`config.mk`:
```
export PLATFORM = sky130hd
export DESIGN_NAME = fetch_pc_unit
export DESIGN_NICKNAME = d
export VERILOG_FILES = /design/src/rtl/core_pkg.sv /design/src/rtl/fd_pipe_reg.sv /design/src/rtl/fetch_pc_unit.sv
export SDC_FILE = /design/constraint.sdc
export NUM_CORES = 1
export LEC_CHECK = 0
export CAP_MARGIN = 5
export CORE_ASPECT_RATIO = 1.25
export CORE_MARGIN = 2
export CORE_UTILIZATION = 39
export DETAILED_ROUTE_END_ITERATION = 12
export PLACE_DENSITY_LB_ADDON = 0.2
export SLEW_MARGIN = 20
export SYNTH_ARGS = -nofsm -noshare
export SYNTH_HDL_FRONTEND = slang
export SYNTH_SLANG_ARGS = --single-unit
```
`constraint.sdc`:
```
create_clock -name clock -period 2.6 [get_ports clock]
set_input_delay 0.39 -clock clock [delete_from_list [all_inputs] [get_ports clock]]
set_output_delay 0.39 -clock clock [all_outputs]
set_load 0.005 [all_outputs]
```
`src/rtl/core_pkg.sv`:
```
// Shared fetch-stage definitions: redirect select codes, bubble encoding,
// fetch FSM and F/D register control encodings.
package core_pkg;

   localparam logic [1:0] PC_SEL_SEQ    = 2'b00;
   localparam logic [1:0] PC_SEL_JUMP   = 2'b01;
   localparam logic [1:0] PC_SEL_BRANCH = 2'b10;

   localparam logic [31:0] NOP_INSN = 32'h0000_0013;

   typedef enum logic [1:0] {
      BOOT,
      RUN,
      REDIR
   } fetch_state_t;

   typedef enum logic [1:0] {
      FD_HOLD,
      FD_LOAD,
      FD_BUBBLE,
      FD_FLUSH
   } fd_ctrl_t;

   // Redirect targets are halfword aligned; bit 0 is always dropped.
   function automatic logic [31:0] align_target(input logic [31:0] target);
      return {target[31:1], 1'b0};
   endfunction

   function automatic logic [31:0] sat_inc(input logic [31:0] value);
      return (value == '1) ? value : value + 32'd1;
   endfunction

endpackage

```
`src/rtl/fd_pipe_reg.sv`:
```
// 64-bit F/D pipeline register {pc, insn}: hold, load, bubble (pc loads,
// insn becomes the bubble) and flush (pc holds, insn becomes the bubble).
module fd_pipe_reg
   import core_pkg::*;
#(
   parameter logic [31:0] BUBBLE_INSN = core_pkg::NOP_INSN
) (
   input  logic        clock,
   input  logic        reset,
   input  fd_ctrl_t    ctrl,
   input  logic [31:0] pc_in,
   input  logic [31:0] insn_in,
   output logic [31:0] pc_out,
   output logic [31:0] insn_out
);

   logic [63:0] fd_q;
   logic [63:0] fd_d;

   always_comb begin
      fd_d = fd_q;
      case (ctrl)
         FD_LOAD:   fd_d = {pc_in, insn_in};
         FD_BUBBLE: fd_d = {pc_in, BUBBLE_INSN};
         FD_FLUSH:  fd_d = {fd_q[63:32], BUBBLE_INSN};
         default:   fd_d = fd_q;
      endcase
   end

   always_ff @(posedge clock) begin
      if (reset) begin
         fd_q <= {32'h0000_0000, BUBBLE_INSN};
      end else begin
         fd_q <= fd_d;
      end
   end

   assign pc_out   = fd_q[63:32];
   assign insn_out = fd_q[31:0];

endmodule

```
`src/rtl/fetch_pc_unit.sv`:
```
// Fetch stage: PC register, next-PC mux, boot/redirect FSM and F/D register.
// Optional FETCH_STATS_EN adds saturating redirect and stall counters.
module fetch_pc_unit
   import core_pkg::*;
#(
   parameter logic [31:0] RESET_PC = 32'h0100_0000,
   parameter logic [31:0] NOP_INSN = core_pkg::NOP_INSN
) (
   input  logic        clock,
   input  logic        reset,
   input  logic [1:0]  PC_sel,
   input  logic [31:0] ret_pc,
   input  logic        stall,
   input  logic [31:0] imem_insn,
   output logic [31:0] pc_f,
   output logic [31:0] pc_d,
   output logic [31:0] insn_d,
   output logic        squash_x,
   output logic        misalign_err
`ifdef FETCH_STATS_EN
   ,
   output logic [31:0] branch_redirects,
   output logic [31:0] jump_redirects,
   output logic [31:0] stall_cycles
`endif
);

   fetch_state_t state_q, state_d;
   logic [31:0]  pc_f_q, pc_f_d;
   logic         misalign_q, misalign_d;
   fd_ctrl_t     fd_ctrl;

   logic active;
   logic take_branch;
   logic take_jump;
   logic redirect;
   logic hold;

   // Branch overrides stall; a stalled jump waits because its operand is stale.
   assign active      = (state_q != BOOT);
   assign take_branch = active && (PC_sel == PC_SEL_BRANCH);
   assign take_jump   = active && (PC_sel == PC_SEL_JUMP) && !stall;
   assign redirect    = take_branch || take_jump;
   assign hold        = active && stall && !take_branch;

   always_comb begin
      state_d    = state_q;
      pc_f_d     = pc_f_q;
      misalign_d = misalign_q;
      fd_ctrl    = FD_HOLD;
      case (state_q)
         BOOT: begin
            fd_ctrl = FD_FLUSH;
            state_d = RUN;
         end
         RUN, REDIR: begin
            if (redirect) begin
               pc_f_d     = align_target(ret_pc);
               fd_ctrl    = FD_BUBBLE;
               misalign_d = misalign_q | ret_pc[1];
               state_d    = REDIR;
            end else if (hold) begin
               fd_ctrl = FD_HOLD;
               state_d = RUN;
            end else begin
               pc_f_d  = pc_f_q + 32'd4;
               fd_ctrl = FD_LOAD;
               state_d = RUN;
            end
         end
         default: begin
            state_d = BOOT;
         end
      endcase
   end

   always_ff @(posedge clock) begin
      if (reset) begin
         state_q    <= BOOT;
         pc_f_q     <= RESET_PC;
         misalign_q <= 1'b0;
      end else begin
         state_q    <= state_d;
         pc_f_q     <= pc_f_d;
         misalign_q <= misalign_d;
      end
   end

   fd_pipe_reg #(
      .BUBBLE_INSN (NOP_INSN)
   ) u_fd_pipe_reg (
      .clock    (clock),
      .reset    (reset),
      .ctrl     (fd_ctrl),
      .pc_in    (pc_f_q),
      .insn_in  (imem_insn),
      .pc_out   (pc_d),
      .insn_out (insn_d)
   );

   assign pc_f         = pc_f_q;
   assign squash_x     = !reset && take_branch;
   assign misalign_err = misalign_q;

`ifdef FETCH_STATS_EN
   logic [31:0] branch_cnt_q, branch_cnt_d;
   logic [31:0] jump_cnt_q, jump_cnt_d;
   logic [31:0] stall_cnt_q, stall_cnt_d;

   always_comb begin
      branch_cnt_d = branch_cnt_q;
      jump_cnt_d   = jump_cnt_q;
      stall_cnt_d  = stall_cnt_q;
      if (take_branch) begin
         branch_cnt_d = sat_inc(branch_cnt_q);
      end
      if (take_jump) begin
         jump_cnt_d = sat_inc(jump_cnt_q);
      end
      if (hold) begin
         stall_cnt_d = sat_inc(stall_cnt_q);
      end
   end

   always_ff @(posedge clock) begin
      if (reset) begin
         branch_cnt_q <= '0;
         jump_cnt_q   <= '0;
         stall_cnt_q  <= '0;
      end else begin
         branch_cnt_q <= branch_cnt_d;
         jump_cnt_q   <= jump_cnt_d;
         stall_cnt_q  <= stall_cnt_d;
      end
   end

   assign branch_redirects = branch_cnt_q;
   assign jump_redirects   = jump_cnt_q;
   assign stall_cycles     = stall_cnt_q;
`endif

endmodule

```
Word-level counts from Yosys, hierarchy flattened
Cells that the tools add are included.
- bits in registers: 99
- output and inout bits: 98
- logic and storage cells: 42
- add/subtract/negate cells: 1
- equality and inequality tests: 8
- muxes and demuxes: 8
- bitwise operators: 2
- reductions and logical operators: 18
- operator list (cell ; number):
    case mux 64 bit (3 select lines) ; 1
    2-to-1 mux 32 bit ; 2
    adder 32 x 3 -> 32 bit (second input constant) ; 1
    == test 2 bit (second input constant) ; 4
    case mux 2 bit (2 select lines) ; 2
    == test 2 x 1 -> 1 bit (second input constant) ; 3
    logical AND 1 bit ; 6
    AND reduction 2 bit ; 3
    2-to-1 mux 2 bit ; 2
    nonzero test 2 bit ; 2
    zero test 1 bit ; 3
    nonzero test 3 bit ; 1
    zero test 2 bit ; 1
    != test 2 bit (second input constant) ; 1
    OR reduction 2 bit ; 1
    logical OR 1 bit ; 1
    2-to-1 mux 1 bit ; 1
    inverter 1 bit ; 1
    bitwise OR 1 bit ; 1

Depth between registers and ports, before layout
- depth after elaboration: 10
- mapped depth: 14
- gate-level depth less buffers: 11

Cells and area by module
A second synthesis with hierarchy kept.
- cells, all modules: 566
- area, all modules: 5004.8 um^2
- by module, submodules not included (module ; instances ; cells each ; area each (um^2) ; sequential area each (um^2)):
    fd_pipe_reg ; 1 ; 278 ; 2795.2 ; 1281.2
    fetch_pc_unit ; 1 ; 288 ; 2209.6 ; 680.7

Least setup slack after synthesis
OpenSTA, ideal clock, no wires.
- path type: register to register
- from: register state_q[0]
- to: register u_fd_pipe_reg.fd_q[21]
- setup time: 0.065 ns
- arrival time: 2.608 ns
- required time: 2.535 ns
- path slack: -0.073 ns
- cell stages (with the launch flop): 14
- clock period less this slack: 2.673 ns
- cell sequence: dfxtp_1 inv_1 ha_1 inv_1 o21a_1 clkbuf_1 nand2_1 a21o_1 ha_1 nor3_1 clkbuf_1 clkbuf_1 a22oi_1 nor2_1
- word-level cells in the longest chain between the ends: 9
- ends and longest elaborated chain (what ; RTL line ; RTL):
    from (decl) ; fetch_pc_unit.sv:28 ; fetch_state_t state_q, state_d;
    from (signal assigned) ; fetch_pc_unit.sv:83 ; state_q <= state_d;
    nonzero test 2 bit ; fetch_pc_unit.sv:40 ; assign active = (state_q != BOOT);
    logical AND 1 bit ; fetch_pc_unit.sv:41 ; assign take_branch = active && (PC_sel == PC_SEL_BRANCH);
    zero test 1 bit ; fetch_pc_unit.sv:44 ; assign hold = active && stall && !take_branch;
    logical AND 1 bit ; fetch_pc_unit.sv:44 ;
    2-to-1 mux 1 bit ; fetch_pc_unit.sv:62 ; end else if (hold) begin
    2-to-1 mux 2 bit ; fetch_pc_unit.sv:57 ; if (redirect) begin
    case mux 2 bit (2 select lines) * ; fetch_pc_unit.sv:51 ; case (state_q)
    == test 2 bit or == test 2 x 1 -> 1 bit (tied branches) ; fd_pipe_reg.sv:22 ; case (ctrl)
    case mux 64 bit (3 select lines) or nonzero test 3 bit (tied branches) ; -- ;
    to (signal assigned) ; fd_pipe_reg.sv:32 ; fd_q <= {32'h0000_0000, BUBBLE_INSN};
    to (decl) ; fd_pipe_reg.sv:17 ; logic [63:0] fd_q;
Every way passes the cells marked *; elsewhere a longest branch is shown, timed or not. The select of a mux whose other input is x is not followed.
A chain may end at the register's enable or synchronous reset.

Final worst setup path
- from: input port PC_sel[0]
- to: register pc_f_q[30], in the netlist pc_f[30]
- word-level cells in the longest chain between the ends: 6
- ends and longest elaborated chain (what ; RTL line ; RTL):
    from (decl) ; fetch_pc_unit.sv:11 ; input logic [1:0] PC_sel,
    == test 2 x 1 -> 1 bit or == test 2 bit (tied branches) ; fetch_pc_unit.sv:42, fetch_pc_unit.sv:41 ;
    logical AND 1 bit (on tied branches) ; fetch_pc_unit.sv:42, fetch_pc_unit.sv:41 ;
    logical AND 1 bit or zero test 1 bit (tied branches) ; fetch_pc_unit.sv:42, fetch_pc_unit.sv:44 ;
    logical OR 1 bit or logical AND 1 bit (tied branches) ; fetch_pc_unit.sv:43, fetch_pc_unit.sv:44 ;
    != test 2 bit (no source line) ; -- ;
    AND reduction 2 bit (no source line) ; -- ;
    to (signal assigned) ; fetch_pc_unit.sv:84 ; pc_f_q <= pc_f_d;
    to (decl) ; fetch_pc_unit.sv:29 ; logic [31:0] pc_f_q, pc_f_d;
Parallel ways exist; a longest one is shown, timed or not.

==> metrics <==
share of final-layout standard cells stronger than drive strength 1=8.65%; arrival time of data at the critical path endpoint=2.65 ns; Max-Cap Viols=0; routability-driven placement congestion ratio=0.830; count of buffers inserted at the top-level ports=164; FF+latch count, synth=98; clk sinks=98; die outline area=0.0115 mm2; Worst Max-Slew Pin Slew=1.08 ns; CP Launch Type=primary input; filler instances=928; result of the run=complete, no violations; final worst-path cycle share=91.7%; wire length of the first global-routing pass=20500 um; share of the core filled with cells=61.0%; post-route cell area=0.00641 mm2; effective utilization at floorplan=39.5%; synthesized area per cell=8.94 um2; total setup buffers inserted after CTS=0; total nets after synthesis=539; worst vdd ir=0.000381 V; routed wirelength normalized by instance count=16.8 um; top cells by area, synth=sky130_fd_sc_hd__dfxtp_1 (47%), sky130_fd_sc_hd__a22oi_1 (7.2%), sky130_fd_sc_hd__a22o_1 (6.5%); critical path class=in -> reg; most common cell after layout, fill and taps aside=sky130_fd_sc_hd__clkdlybuf4s50_1; Synth Instances=465; unrepaired setup endpoints after global routing=no; maximum number of pins on one net before global-route repair=62; minimum clock period after layout=2.38 ns; Power Dens Cells=582 mW/mm2; Setup WS pre-CTS=-0.125 ns; dominant cell type by area after synthesis=sky130_fd_sc_hd__dfxtp_1; TritonCTS Buffers=9; vertical die dimension=119 um; top cell type's share of synthesized area=47.2%; cell leakage power=2.31 nW; aggregate global-route resource usage=22.6%; area used by sequential logic in the layout=0.00196 mm2; width of the chip=96.3 um; kind of path behind the tightest hold check=in -> reg; Max Fanout on Critical Path=12; clock-pin slew of the registers on the worst-case setup and hold paths=0.07 ns; total via count in the routed design=4329; final routed wirelength across all metal layers=12900 um; Initial DRC Count=229; number of hold buffers added after CTS=0; instance area after placement=0.00609 mm2; multi-input logic area=0.00204 mm2; area overhead of the layout relative to synthesis=54.2%; crit path capture type=flop; non-filler instance count after layout=768; Pins Over Slew Limit=0; required arrival time at the worst endpoint=2.86 ns; post_cts resized=0; count of endpoints failing hold in the final timing report=0; number of different library cells in the post-synthesis netlist=49; H-Tree Depth=3; clock tree from TritonCTS=built; peak clock frequency supported by timing=419 MHz; most frequently used flop master after synthesis=sky130_fd_sc_hd__dfxtp_1; ys async rst share=0%; DRC Markers=0; slew margin rel.=28.0%; Netlist Area Pre-Place=0.00416 mm2; Post-DRT Antenna Nets=0; gr ovfl total=0; clock skew=0.00695 ns; antenna violations before repair=0; final setup vio count=0; I/O pins=167; detailed-placement wirelength estimate=9110 um; clock tree root driver cell=sky130_fd_sc_hd__clkbuf_16; Core ar.=0.0105 mm2; number of global-route vias before repair=4054; commonest cells after routing, fill and taps aside=sky130_fd_sc_hd__clkdlybuf4s50_1 (163), sky130_fd_sc_hd__dfxtp_1 (98), sky130_fd_sc_hd__nor2_1 (41); Diodes inserted=0; number of enable flip-flop cells after synthesis=0; Placed Cells incl. Taps=752; std cell rows=42; clock latency on the worst-skew pair=0.34 ns; final worst setup slack=0.216 ns; Avg Vias per Cell=5.64; number of buffers on the longest clock path=2; Synthesis Warnings=0; register area share after synthesis=47.2%; # nets final=705; total iterations of the first detailed-routing run=6
## registers in the layout, indices dropped and copies added, names as in the netlist
register / flops
u_fd_pipe_reg.fd_q: 64
pc_f: 31
state_q: 2
misalign_err: 1
## report_power, final
group,total [mW],internal (mW),switching [mW]
clock network,1.43,0.867,0.566
registers,1.64,1.57,0.0692
logic,0.653,0.346,0.307
## synthesized netlist by cell type (3+ instances only)
master and number:
sky130_fd_sc_hd__dfxtp_1 98, sky130_fd_sc_hd__nor2_1 42, sky130_fd_sc_hd__a22oi_1 40, sky130_fd_sc_hd__nand2_1 33, sky130_fd_sc_hd__a22o_1 31, sky130_fd_sc_hd__clkbuf_1 31, sky130_fd_sc_hd__a21oi_1 24, sky130_fd_sc_hd__nand3_1 19
sky130_fd_sc_hd__o21ai_0 19, sky130_fd_sc_hd__nor3_1 11, sky130_fd_sc_hd__inv_1 9, sky130_fd_sc_hd__o211ai_1 9, sky130_fd_sc_hd__a31oi_1 7, sky130_fd_sc_hd__or4_1 7, sky130_fd_sc_hd__a21o_1 6, sky130_fd_sc_hd__and2_1 6
sky130_fd_sc_hd__or3_1 6, sky130_fd_sc_hd__and3_1 5, sky130_fd_sc_hd__ha_1 5, sky130_fd_sc_hd__o22ai_1 5, sky130_fd_sc_hd__a211oi_1 4, sky130_fd_sc_hd__buf_1 4, sky130_fd_sc_hd__nand2b_1 4, sky130_fd_sc_hd__nand4_1 4
sky130_fd_sc_hd__and4_1 3, sky130_fd_sc_hd__o31a_1 3
## critical path, stage by stage
cell,delay (ns)
sky130_fd_sc_hd__clkdlybuf4s50_1,0.49
sky130_fd_sc_hd__nor3b_1,0.29
sky130_fd_sc_hd__buf_4,0.17
sky130_fd_sc_hd__o21ai_2,0.07
sky130_fd_sc_hd__nor2_1,0.84
sky130_fd_sc_hd__a22oi_1,0.20
sky130_fd_sc_hd__a31oi_1,0.19
## per-stage QoR
step | hold slack [ns] | TNS [ns] | power, mW
6_report | 0.453 | 0 | 3.73
5_1_grt | 0.465 | 0 | 3.89
4_1_cts | 0.444 | 0 | 3.76
3_5_place_dp | 0.451 | -0.959 | 2.32
3_3_place_gp | 0.446 | -0.134 | 2.31
2_1_floorplan | 0.455 | 0 | 1.94
## final cells by class
class	instances	share of cell area [%]
Inverter	9	0.527
Sequential cell	98	30.6
Clock inverter	5	1.21
Clock buffer	11	3.79
Multi-Input combinational cell	322	31.8
Timing Repair Buffer	191	29.5
Tap cell	132	2.58
## logic make-up (layout without fill, tap and decap cells)
logic type | after synthesis | after routing | synth area share (%)
AOI/OAI and AO/OA | 161 | 161 | 27.5
adders and majority gates | 5 | 5 | 1.51
buffers and inverters | 45 | 216 | 4.16
DFF | 98 | 98 | 47.2
muxes | 1 | 1 | 0.271
other | 1 | 1 | 0.0902
and+or+nand+nor | 154 | 154 | 19.2
## final timing paths
kind	slack [ns]	from	endpoint	depth (start not counted)
setup / recovery	0.22	PC_sel[0]	pc_f[30]	7
hold / removal	0.45	reset	u_fd_pipe_reg.fd_q[0]	4
setup reg to reg	0.35	state_q[0]	u_fd_pipe_reg.fd_q[0]	10
hold reg to reg	0.46	u_fd_pipe_reg.fd_q[32]	u_fd_pipe_reg.fd_q[32]	1
## metal layers
layer  track usage [%]  share of wire, %  vias up
met2              36.3                50      154
met1              28.3                41     2074
met4              9.86               2.2        0
met3              5.76               6.8       19
li1                  -                 -     2082
met5                 0                 0        -
No activity file was read; power rests on OpenSTA's default activity.
